[config.mk]
export PLATFORM = sky130hd
export DESIGN_NAME = clk_lock_seq
export DESIGN_NICKNAME = d
export VERILOG_FILES = /design/src/rtl/clk_seq_pkg.sv /design/src/rtl/clk_lock_filter.sv /design/src/rtl/clk_lock_seq.sv
export SDC_FILE = /design/constraint.sdc
export NUM_CORES = 1
export LEC_CHECK = 0
export BUFFER_PORTS_ARGS = -buffer_cell sky130_fd_sc_hd__buf_2
export CORE_MARGIN = 3
export CORE_UTILIZATION = 55
export CTS_BUF_LIST = sky130_fd_sc_hd__clkbuf_4 sky130_fd_sc_hd__clkbuf_8
export CTS_CLUSTER_DIAMETER = 100
export DETAILED_ROUTE_END_ITERATION = 10
export GPL_TIMING_DRIVEN = 0
export PLACE_DENSITY = 0.78
export SYNTH_ARGS = -nofsm -noshare
export SYNTH_HDL_FRONTEND = slang
export SYNTH_SLANG_ARGS = --single-unit
[constraint.sdc]
create_clock -name clk -period 2.36 [get_ports clk]
set_clock_uncertainty 0.1 [all_clocks]
set_input_delay 0.354 -clock clk [delete_from_list [all_inputs] [get_ports clk]]
set_output_delay 0.354 -clock clk [all_outputs]
set_load 0.01 [all_outputs]
[src/rtl/clk_seq_pkg.sv]
// Shared types and default constants for the clock-lock sequencer.
package clk_seq_pkg;

  localparam int FBDIV_WIDTH_DEF  = 5;
  localparam int FBDIV_RST_DEF    = 10;
  localparam int GATE_GAP_DEF     = 8;
  localparam int LOCK_STABLE_DEF  = 64;
  localparam int LOCK_TIMEOUT_DEF = 4096;
  localparam int CNT_WIDTH_DEF    = 13;

  typedef enum logic [2:0] {
    ST_OFF,
    ST_GATE,
    ST_PROG,
    ST_WAIT_LOCK,
    ST_RUN,
    ST_FAIL
  } state_e;

  typedef struct packed {
    logic [FBDIV_WIDTH_DEF-1:0] fbdiv;
    logic                       byp;
  } cfg_t;

endpackage

[src/rtl/clk_lock_filter.sv]
// Two-flop synchronizer for the PLL lock plus a saturating consecutive-high counter.
module clk_lock_filter #(
  parameter int LOCK_STABLE = 64,
  parameter int CNT_WIDTH   = 13
) (
  input  logic clk,
  input  logic rst_n,
  input  logic lock_async_i,
  input  logic clr_i,
  output logic lock_sync_o,
  output logic lock_stable_o
);

  localparam logic [CNT_WIDTH-1:0] STABLE_MAX = CNT_WIDTH'(LOCK_STABLE);

  logic                 meta_q;
  logic                 sync_q;
  logic [CNT_WIDTH-1:0] stable_q;
  logic [CNT_WIDTH-1:0] stable_d;

  // Count stops at the release threshold so it can never wrap back below it.
  always_comb begin
    stable_d = stable_q;
    if (clr_i || !sync_q) begin
      stable_d = '0;
    end else if (stable_q != STABLE_MAX) begin
      stable_d = stable_q + CNT_WIDTH'(1);
    end
  end

  always_ff @(posedge clk or negedge rst_n) begin
    if (!rst_n) begin
      meta_q   <= 1'b0;
      sync_q   <= 1'b0;
      stable_q <= '0;
    end else begin
      meta_q   <= lock_async_i;
      sync_q   <= meta_q;
      stable_q <= stable_d;
    end
  end

  assign lock_sync_o   = sync_q;
  assign lock_stable_o = (stable_q == STABLE_MAX);

endmodule

[src/rtl/clk_lock_seq.sv]
// Clock-config sequencer: gates the system clock, programs the PLL, releases on stable lock.
// Optional CLKSEQ_BYP_FALLBACK_EN: lock timeout falls back to bypass and runs instead of halting.
module clk_lock_seq
  import clk_seq_pkg::*;
#(
  parameter int FBDIV_WIDTH  = FBDIV_WIDTH_DEF,
  parameter int FBDIV_RST    = FBDIV_RST_DEF,
  parameter int GATE_GAP     = GATE_GAP_DEF,
  parameter int LOCK_STABLE  = LOCK_STABLE_DEF,
  parameter int LOCK_TIMEOUT = LOCK_TIMEOUT_DEF,
  parameter int CNT_WIDTH    = CNT_WIDTH_DEF
) (
  input  logic                   clk,
  input  logic                   rst_n,
  input  logic                   I_CfgVld,
  input  logic [FBDIV_WIDTH-1:0] I_CfgFBDIV,
  input  logic                   I_CfgByp,
  output logic                   O_CfgRdy,
  input  logic                   I_PLLLock,
  output logic [FBDIV_WIDTH-1:0] O_FBDIV,
  output logic                   O_BypPLL,
  output logic                   O_SwClk,
  output logic                   O_Busy,
  output logic                   O_Fail,
  output state_e                 O_DbgState
);

  // Handshake: a config transfers on any rising clk edge with I_CfgVld & O_CfgRdy;
  // I_CfgVld and the cfg fields must stay stable until that edge.

  localparam logic [CNT_WIDTH-1:0] GAP_LAST  = CNT_WIDTH'(GATE_GAP - 1);
  localparam logic [CNT_WIDTH-1:0] TIMEOUT_C = CNT_WIDTH'(LOCK_TIMEOUT);
  localparam logic [CNT_WIDTH-1:0] CNT_MAX   = '1;

  state_e                 state_q, state_d;
  logic [CNT_WIDTH-1:0]   cnt_q, cnt_d, cnt_inc;
  cfg_t                   cfg_q, cfg_d;
  logic [FBDIV_WIDTH-1:0] fbdiv_q, fbdiv_d;
  logic                   byp_q, byp_d;
  logic                   fail_q, fail_d;
  logic                   swclk_q, swclk_d;
  logic                   busy_q, busy_d;
  logic                   rdy_q, rdy_d;
  logic                   accept;
  logic                   lock_sync, lock_stable, lock_clr;

  clk_lock_filter #(
    .LOCK_STABLE (LOCK_STABLE),
    .CNT_WIDTH   (CNT_WIDTH)
  ) u_filter (
    .clk           (clk),
    .rst_n         (rst_n),
    .lock_async_i  (I_PLLLock),
    .clr_i         (lock_clr),
    .lock_sync_o   (lock_sync),
    .lock_stable_o (lock_stable)
  );

  assign accept   = I_CfgVld & rdy_q;
  assign cnt_inc  = (cnt_q == CNT_MAX) ? cnt_q : cnt_q + CNT_WIDTH'(1);
  assign lock_clr = (state_d == ST_WAIT_LOCK) && (state_q != ST_WAIT_LOCK);

  always_comb begin
    state_d = state_q;
    cnt_d   = cnt_q;
    cfg_d   = cfg_q;
    fbdiv_d = fbdiv_q;
    byp_d   = byp_q;
    fail_d  = fail_q;
    case (state_q)
      ST_GATE: begin
        cnt_d = cnt_inc;
        if (cnt_q == GAP_LAST) begin
          state_d = ST_PROG;
          cnt_d   = '0;
          fbdiv_d = cfg_q.fbdiv;
          byp_d   = cfg_q.byp;
        end
      end
      ST_PROG: begin
        cnt_d = cnt_inc;
        if (cnt_q == GAP_LAST) begin
          state_d = cfg_q.byp ? ST_RUN : ST_WAIT_LOCK;
          cnt_d   = '0;
        end
      end
      ST_WAIT_LOCK: begin
        cnt_d = cnt_inc;
        // Stable lock wins over a timeout landing on the same cycle.
        if (lock_stable) begin
          state_d = ST_RUN;
        end else if (cnt_q == TIMEOUT_C) begin
          fail_d = 1'b1;
`ifdef CLKSEQ_BYP_FALLBACK_EN
          byp_d   = 1'b1;
          state_d = ST_RUN;
`else
          state_d = ST_FAIL;
`endif
        end
      end
      ST_RUN: begin
        if (!byp_q && !lock_sync) begin
          state_d = ST_WAIT_LOCK;
          cnt_d   = '0;
        end
      end
      default: ;
    endcase
    // A new config from any idle state overrides everything, including lock loss in RUN.
    if (accept) begin
      state_d = ST_GATE;
      cnt_d   = '0;
      cfg_d   = '{fbdiv: I_CfgFBDIV, byp: I_CfgByp};
      fail_d  = 1'b0;
    end
  end

  always_comb begin
    swclk_d = (state_d == ST_RUN);
    busy_d  = (state_d == ST_GATE) || (state_d == ST_PROG) || (state_d == ST_WAIT_LOCK);
    rdy_d   = (state_d == ST_OFF) || (state_d == ST_RUN) || (state_d == ST_FAIL);
  end

  always_ff @(posedge clk or negedge rst_n) begin
    if (!rst_n) begin
      state_q <= ST_OFF;
      cnt_q   <= '0;
      cfg_q   <= '{fbdiv: FBDIV_WIDTH_DEF'(FBDIV_RST), byp: 1'b1};
      fbdiv_q <= FBDIV_WIDTH'(FBDIV_RST);
      byp_q   <= 1'b1;
      fail_q  <= 1'b0;
      swclk_q <= 1'b0;
      busy_q  <= 1'b0;
      rdy_q   <= 1'b1;
    end else begin
      state_q <= state_d;
      cnt_q   <= cnt_d;
      cfg_q   <= cfg_d;
      fbdiv_q <= fbdiv_d;
      byp_q   <= byp_d;
      fail_q  <= fail_d;
      swclk_q <= swclk_d;
      busy_q  <= busy_d;
      rdy_q   <= rdy_d;
    end
  end

  assign O_CfgRdy   = rdy_q;
  assign O_FBDIV    = fbdiv_q;
  assign O_BypPLL   = byp_q;
  assign O_SwClk    = swclk_q;
  assign O_Busy     = busy_q;
  assign O_Fail     = fail_q;
  assign O_DbgState = state_q;

endmodule

==> results.md, run 1 <==
* Status: finished with violations
* Violated checks: negative setup slack
* Initial antenna violation count at 0
* Element type at the critical path end: flop
* Setup violators final at 17
* Mean Syn Cell Area at 10.7 um2
* Clock transition at path regs at 0.08 ns
* Switch Pwr at 1.09 mW
* Fmax at between 300 and 400 MHz
* Synth cell types at 53
* Yosys Warn Count at 0
* Post-cts hold buffer count at 0
* First-pass GRT wire length at between 8 and 9 mm
* Sequential area share after synthesis at 48.2%
* Total CTS buffers at 5
* Layout Utilization at between 70% and 80%
* Final hold slack at 0.0652 ns
* Layout Nets at 285
* Slowest-stage cell, CP: or4_4
* Largest net degree at the start of global routing at between 40 and 50
* Vias/cell at 5.86
* Flop and latch count out of synthesis at 47
* Commonest non-fill, non-tap cells in the layout: dfrtp_1 (39), buf_2 (25), nor2_1 (16)
* CP top delay family: simple AND/OR/NAND/NOR gates
* Grt ovf at 0
* Pre-antenna DRT Iters at 4
* Power Internal at 1.86 mW
* Post-synth EDFFs at 0
* H-tree depth at 2
* Buf+Inv Stages, Crit Path at 1
* Post-synth top flop: dfrtp_1
* Mapped Nets at 243
* Die ar. at 5310 um2
* Tmin final at 2.54 ns
* Post-DRT Antenna Nets at 0
* Clock sink total at 47
* CP Class: flop to flop
* CTS root buffer: clkbuf_8
* DR iter-0 viols at 82
* Diodes inserted at 0
* PwrDens at slightly above 1000 nW/um2
* IO Count at 23
* CP Cell Sequence: or4_4 -> or4_4 -> a211oi_4 -> nor3_4 -> buf_6 -> a311oi_2
* Leak at 1.26 nW
* Vias in the first global route at 1794
* Most used cell, CP: or4_4
* DR WL/cell at ~16 um
* Layout area overhead at 19.2%
* Hold Crit Class: input pin to flop
* Initial Util at 59.3%
* Cell area after synthesis at 2460 um2
* Hold Fails Final Rpt at 0
* DR vias at 1888
* Slew headroom at 33.8%
* Clock power share at about a fifth
* Crit path launch type: flop
* Die Y at about 73 um
* CP Data Required Time at 2.47 ns
* Bufs on Longest Clock Path at 2
* WP data arrival at 2.65 ns
* Tot GR Track Use at between 20% and 30%
* Async set or reset register ratio after synthesis at 100%
* Core Region at approximately 4100 um2
* Unrepaired setup endpoints after global routing: yes
* Peak supply drop at between 0.6 and 0.7 mV
* Total detailed-routing wirelength at between 5 and 6 mm
* # DRC at 0
* Least-Margin Pin Slew at a little under 1 ns
* Commonest non-fill, non-tap cell in the layout: dfrtp_1
* Share of post-route cells with drive strength above 1 at 33.5%
* Worst setup margin at -0.179 ns
* Maxcap violations at 0
* TritonCTS clock tree: done
* Final Max Slew Viols at 0
* Power Total at 2.95 mW
* # port buffers at 22
* Net Sw Frac at 36.9%
* Clock Latency Late Sink at 0.30 ns
* Routability cong. at 0.828
* FP Rows at 23
* Die Wd at 72.9 um
* DP Wirelength at between 3 and 4 mm
* Crit-path max cell delay at about 0.59 ns
* Tcrit/Tclk final at 108%
* Sequential share of power at ~38%
* Post-Synthesis Cells at 229
* Critical path peak fanout at 8
* Logic pwr share at 41.8%
registers in the layout (all words and copies together), names as in the netlist, 3 cells and up:
| signal | cells |
|---|---|
| O_DbgState | 3 |
| u_filter.stable_q | 13 |
| cnt_q | 13 |
| cfg_q | 6 |
| O_FBDIV | 5 |
per-stage QoR:
stage	instances	worst slack (ns)	TNS (ns)	cell area [um2]
finish	322	-0.179	-2.39	2930
global route	322	-0.244	-3.83	2930
CTS	316	-0.134	-1.59	2870
detailed placement	301	-0.353	-4.71	2660
global placement	301	-0.232	-3.96	2660
floorplan	229	-0.0000295	-0.000102	2490
final timing paths:
check	end	cells past startpoint	from	slack (ns)
worst min-delay path	u_filter.meta_q	1	I_PLLLock	0.07
max in group asynchronous	cnt_q[4]	1	rst_n	1.38
worst min register to register	u_filter.lock_sync_o	0	u_filter.meta_q	0.26
worst max register to register	u_filter.stable_q[1]	6	cnt_q[6]	-0.18
worst max-delay path	u_filter.stable_q[1]	6	cnt_q[6]	-0.18
min in group asynchronous	cnt_q[7]	1	rst_n	0.12
final cells by class:
cell class / count / area, um2
multi-input cells: 163 / 1260
fillers: 312 / 1210
flip-flops and latches: 47 / 1190
repair buffers: 36 / 213
clock buffers: 7 / 83.8
well taps: 50 / 62.6
plain buffers: 10 / 60.1
clock inverters: 1 / 30.0
inverters: 8 / 30.0
synthesized netlist by cell type (2+ instances only):
cell type | instances | area, um2
mux2_2 | 12 | 135
xor2_1 | 7 | 61.3
dfstp_2 | 7 | 184
buf_2 | 4 | 20.0
nor2_1 | 16 | 60.1
clkbuf_1 | 6 | 22.5
nand2_1 | 14 | 52.6
xnor2_1 | 11 | 96.3
o21ai_0 | 5 | 25.0
nand2b_1 | 2 | 12.5
a21oi_1 | 5 | 25.0
nand3b_1 | 3 | 22.5
mux2i_1 | 2 | 20.0
nand4_1 | 4 | 25.0
inv_1 | 7 | 26.3
nor3b_1 | 2 | 15.0
a311oi_2 | 4 | 60.1
o31a_1 | 2 | 17.5
o211ai_1 | 2 | 15.0
dfrtp_1 | 40 | 1000
nand3_1 | 5 | 25.0
nor4_1 | 9 | 56.3
and4_1 | 3 | 26.3
nor3_1 | 8 | 40.0
a211oi_1 | 3 | 22.5
ha_1 | 4 | 50.1
or4_4 | 2 | 22.5
nor4b_1 | 3 | 26.3
a311oi_1 | 6 | 52.6
and3_1 | 2 | 12.5
and2_1 | 3 | 18.8
a31oi_1 | 5 | 31.3
routing by layer:
metal / routed length (um) / global-route usage [%] / vias to the layer above / part of all wire (%)
li1: - / - / 928 / -
met1: 2380 / 28.1 / 925 / 47
met2: 2480 / 33.6 / 29 / 49
met3: 162 / 4.68 / 6 / 3.2
met4: 46 / 5.74 / 0 / 0.91
met5: 0 / 0 / - / 0
cells by family (layout without fill, tap and decap cells):
kind of cell | count (synthesis) | count (layout) | synth area share, %
xor+xnor | 18 | 18 | 6.41
buf+inv | 19 | 62 | 3.41
compound gates | 41 | 41 | 13.2
simple gates | 86 | 86 | 20.5
fa+ha+maj | 4 | 4 | 2.04
flops | 47 | 47 | 48.2
mux | 14 | 14 | 6.31
what timing repair did:
action | CTS | global route
gates resized for setup | 9 | 4
gates cloned | 1 | 1
pin swaps | 2 | 6
buffers inserted | 7 | 5
setup endpoints to repair | 29 | 28
worst register-to-register path: cells and delay by family (launching register included):
kind                   cells  cell delay (ns)
AND/OR/NAND/NOR            3             1.24
buffers and inverters      1             0.16
AO/OA/AOI/OAI              2             0.53
flip-flops                 1             0.43
power groups by stage:
stage               logic (mW)  registers, mW  clock network [mW]
floorplan                0.781           1.14                   0
global placement          1.05           1.12                   0
detailed placement        1.07           1.13                   0
CTS                       1.19           1.12               0.604
global route              1.36           1.14               0.638
finish                    1.24           1.12               0.596
Note: power is estimated with default switching activity, not from simulation.
==> inputs of run 2 (changes only) <==
Settings changed: PLACE_DENSITY 0.78 to 0.75.
Clock period 2.36 ns to 3.15 ns, I/O delays scaled along.
==> run 2 against run 1 <==
Net effect:
- cell count is 3.7% lower
- critical path type unchanged
- global-route usage is 0.55 points lower
- critical path depth stayed put
- first-iteration DRC count is 26% higher
- die area stayed put
- largest power group is now sequential cells
- non-clock buffer count is 12 lower
- setup slack better by 0.54 ns
- clock power is 25% lower
- the run now ends clean
- fmax is 8.9% lower
- sequential power is 26% lower
- via count is 2.1% lower
- worst hold slack better by 0.11 ns
==> results.md, run 2 (synthesis results as in run 1) <==
* Grt ovf at 0 (unchanged)
* Final Max Slew Viols at 0 (unchanged)
* Clock transition at path regs at 0.09 ns (about the same)
* Finished Layout Cells at 310 (-3.7%)
* CP top delay family: simple AND/OR/NAND/NOR gates
* Fmax at 359 MHz (-8.9%)
* # port buffers at 22 (unchanged)
* Element type at the critical path end: flop
* Initial Util at 59.3% (unchanged)
* Vias/cell at 5.96 (+1.7%)
* DR WL/cell at 15.6 um (-1.0%)
* Share of post-route cells with drive strength above 1 at 26.5% (-6.9 points)
* Pre-antenna DRT Iters at 4 (unchanged)
* Most used routing layer: met2
* Worst setup margin at 0.365 ns (+0.543 ns)
* Unrepaired setup endpoints after global routing: no
* Final std cell area, no fill at 2750 um2 (-6.1%)
* Final hold slack at 0.174 ns (+0.109 ns)
* Routability cong. at 0.825 (-0.35%)
* Hold Fails Final Rpt at 0 (unchanged)
* Post-Place Setup Slack at 0.419 ns (+0.772 ns)
* Total CTS buffers at 5 (unchanged)
* Slowest-stage cell, CP: or4_1
* # DRC at 0 (unchanged)
* CP Data Required Time at 3.21 ns (+0.74 ns)
* Bufs on Longest Clock Path at 2 (unchanged)
* Least-Margin Pin Slew at 1.01 ns (+0.0149 ns)
* DR vias at 1849 (-2.1%)
* Crit-path max cell delay at 0.63 ns (+0.04 ns)
* CP Class: flop to flop
* Commonest non-fill, non-tap cells in the layout: dfrtp_1 (40), buf_2 (26), nor2_1 (16)
* Tcrit/Tclk final at 88.4% (-19 points)
* Post-DRT Antenna Nets at 0 (unchanged)
* Top Registers: cnt_q: 13 flops, u_filter.stable_q: 13 flops, cfg_q: 6 flops
* Die ar. at 5310 um2 (unchanged)
* Core Region at 4140 um2 (unchanged)
* Met3 Usage GRT at 4.13% (-0.55 points)
* Vias in the first global route at 1769 (-1.4%)
* CP Cell Sequence: or4_1 -> nor4_2 -> nand2_2 -> a21oi_2 -> buf_2 -> a311oi_1
* Clock Latency Late Sink at 0.30 ns (about the same)
* Crit path launch type: flop
* M1 GR Usage at 28.2% (+0.047 points)
* WP data arrival at 2.84 ns (+0.19 ns)
* Die Wd at 72.9 um (unchanged)
* FP Rows at 23 (unchanged)
* Slew headroom at 32.9% (-0.99 points)
* Peak supply drop at 0.487 mV (-25%)
* Diodes inserted at 0 (unchanged)
* IO Count at 23 (unchanged)
* Placed cells at 301 (unchanged)
* Status: finished clean
* Maxcap violations at 0 (unchanged)
* Clock sink total at 47 (unchanged)
* Die Y at 72.9 um (unchanged)
* Post-cts resize count at 0 (-9)
* Setup violators final at 0 (-17)
* Fillers at 347 (+11%)
* Area after DPL at 2630 um2 (-1.2%)
* Tot GR Track Use at 20.2% (-0.55 points)
* PwrDens at 753 nW/um2 (-25%)
* GRT met2 Usage at 31.2% (-2.4 points)
* Total detailed-routing wirelength at 4.83 mm (-4.7%)
* Leak at 1.17 nW (-7.6%)
* Largest net degree at the start of global routing at 48 (unchanged)
* First-pass GRT wire length at 8.43 mm (-0.89%)
* Commonest non-fill, non-tap cell in the layout: dfrtp_1
* Layout area overhead at 11.9%
* Layout Nets at 273 (-4.2%)
* Buf+Inv Stages, Crit Path at 1 (unchanged)
* Initial antenna violation count at 0 (unchanged)
* # Post-CTS Setup Buffers at 0 (-7)
* Tmin final at 2.79 ns (+0.247 ns)
* Critical path peak fanout at 10 (+2)
* DR iter-0 viols at 103 (+26%)
* Post-cts hold buffer count at 0 (unchanged)
* Power Total at 2.07 mW (-30%)
* CTS root buffer: clkbuf_8
* Hold Crit Class: input pin to flop
* Layout Utilization at 66.4% (-4.3 points)
* TritonCTS clock tree: done
* Setup total negative slack at 0 ns (+2.39 ns)
* DP Wirelength at 3.42 mm (-2.1%)
* H-tree depth at 2 (unchanged)
-- run 2: report_power, final --
group	total, mW	leakage, nW	internal (mW)	switching [mW]
sequential	0.833	0.605	0.752	0.0809
clock	0.448	0.0548	0.239	0.209
combinational	0.790	0.507	0.295	0.494
total	2.07	1.17	1.29	0.784
-- run 2: final timing paths --
check / cells after the start / startpoint / slack (ns) / end
max: 6 / cnt_q[8] / 0.36 / u_filter.stable_q[8]
min: 1 / I_PLLLock / 0.17 / u_filter.meta_q
max reg2reg: 6 / cnt_q[8] / 0.36 / u_filter.stable_q[8]
min reg2reg: 0 / u_filter.meta_q / 0.26 / u_filter.lock_sync_o
max in group asynchronous: 1 / rst_n / 2.08 / cnt_q[11]
min in group asynchronous: 1 / rst_n / 0.22 / O_DbgState[1]
-- run 2: routing by layer --
metal | vias to the layer above | wire length, um
met5 | - | 0
met4 | 0 | 64
met3 | 6 | 209
met2 | 41 | 2250
met1 | 897 | 2310
li1 | 905 | -
-- run 2: cell type report --
cell class,count,area [um2],share of cell area [%]
clock buffer,5,68.8,2.50
clock inverter,3,46.3,1.68
sequential,47,1180,43.1
inverter,8,30.0,1.09
tap,50,62.6,2.27
timing repair buffer,23,115,4.18
multi-input combinational,163,1190,43.2
buffer,11,53.8,1.96
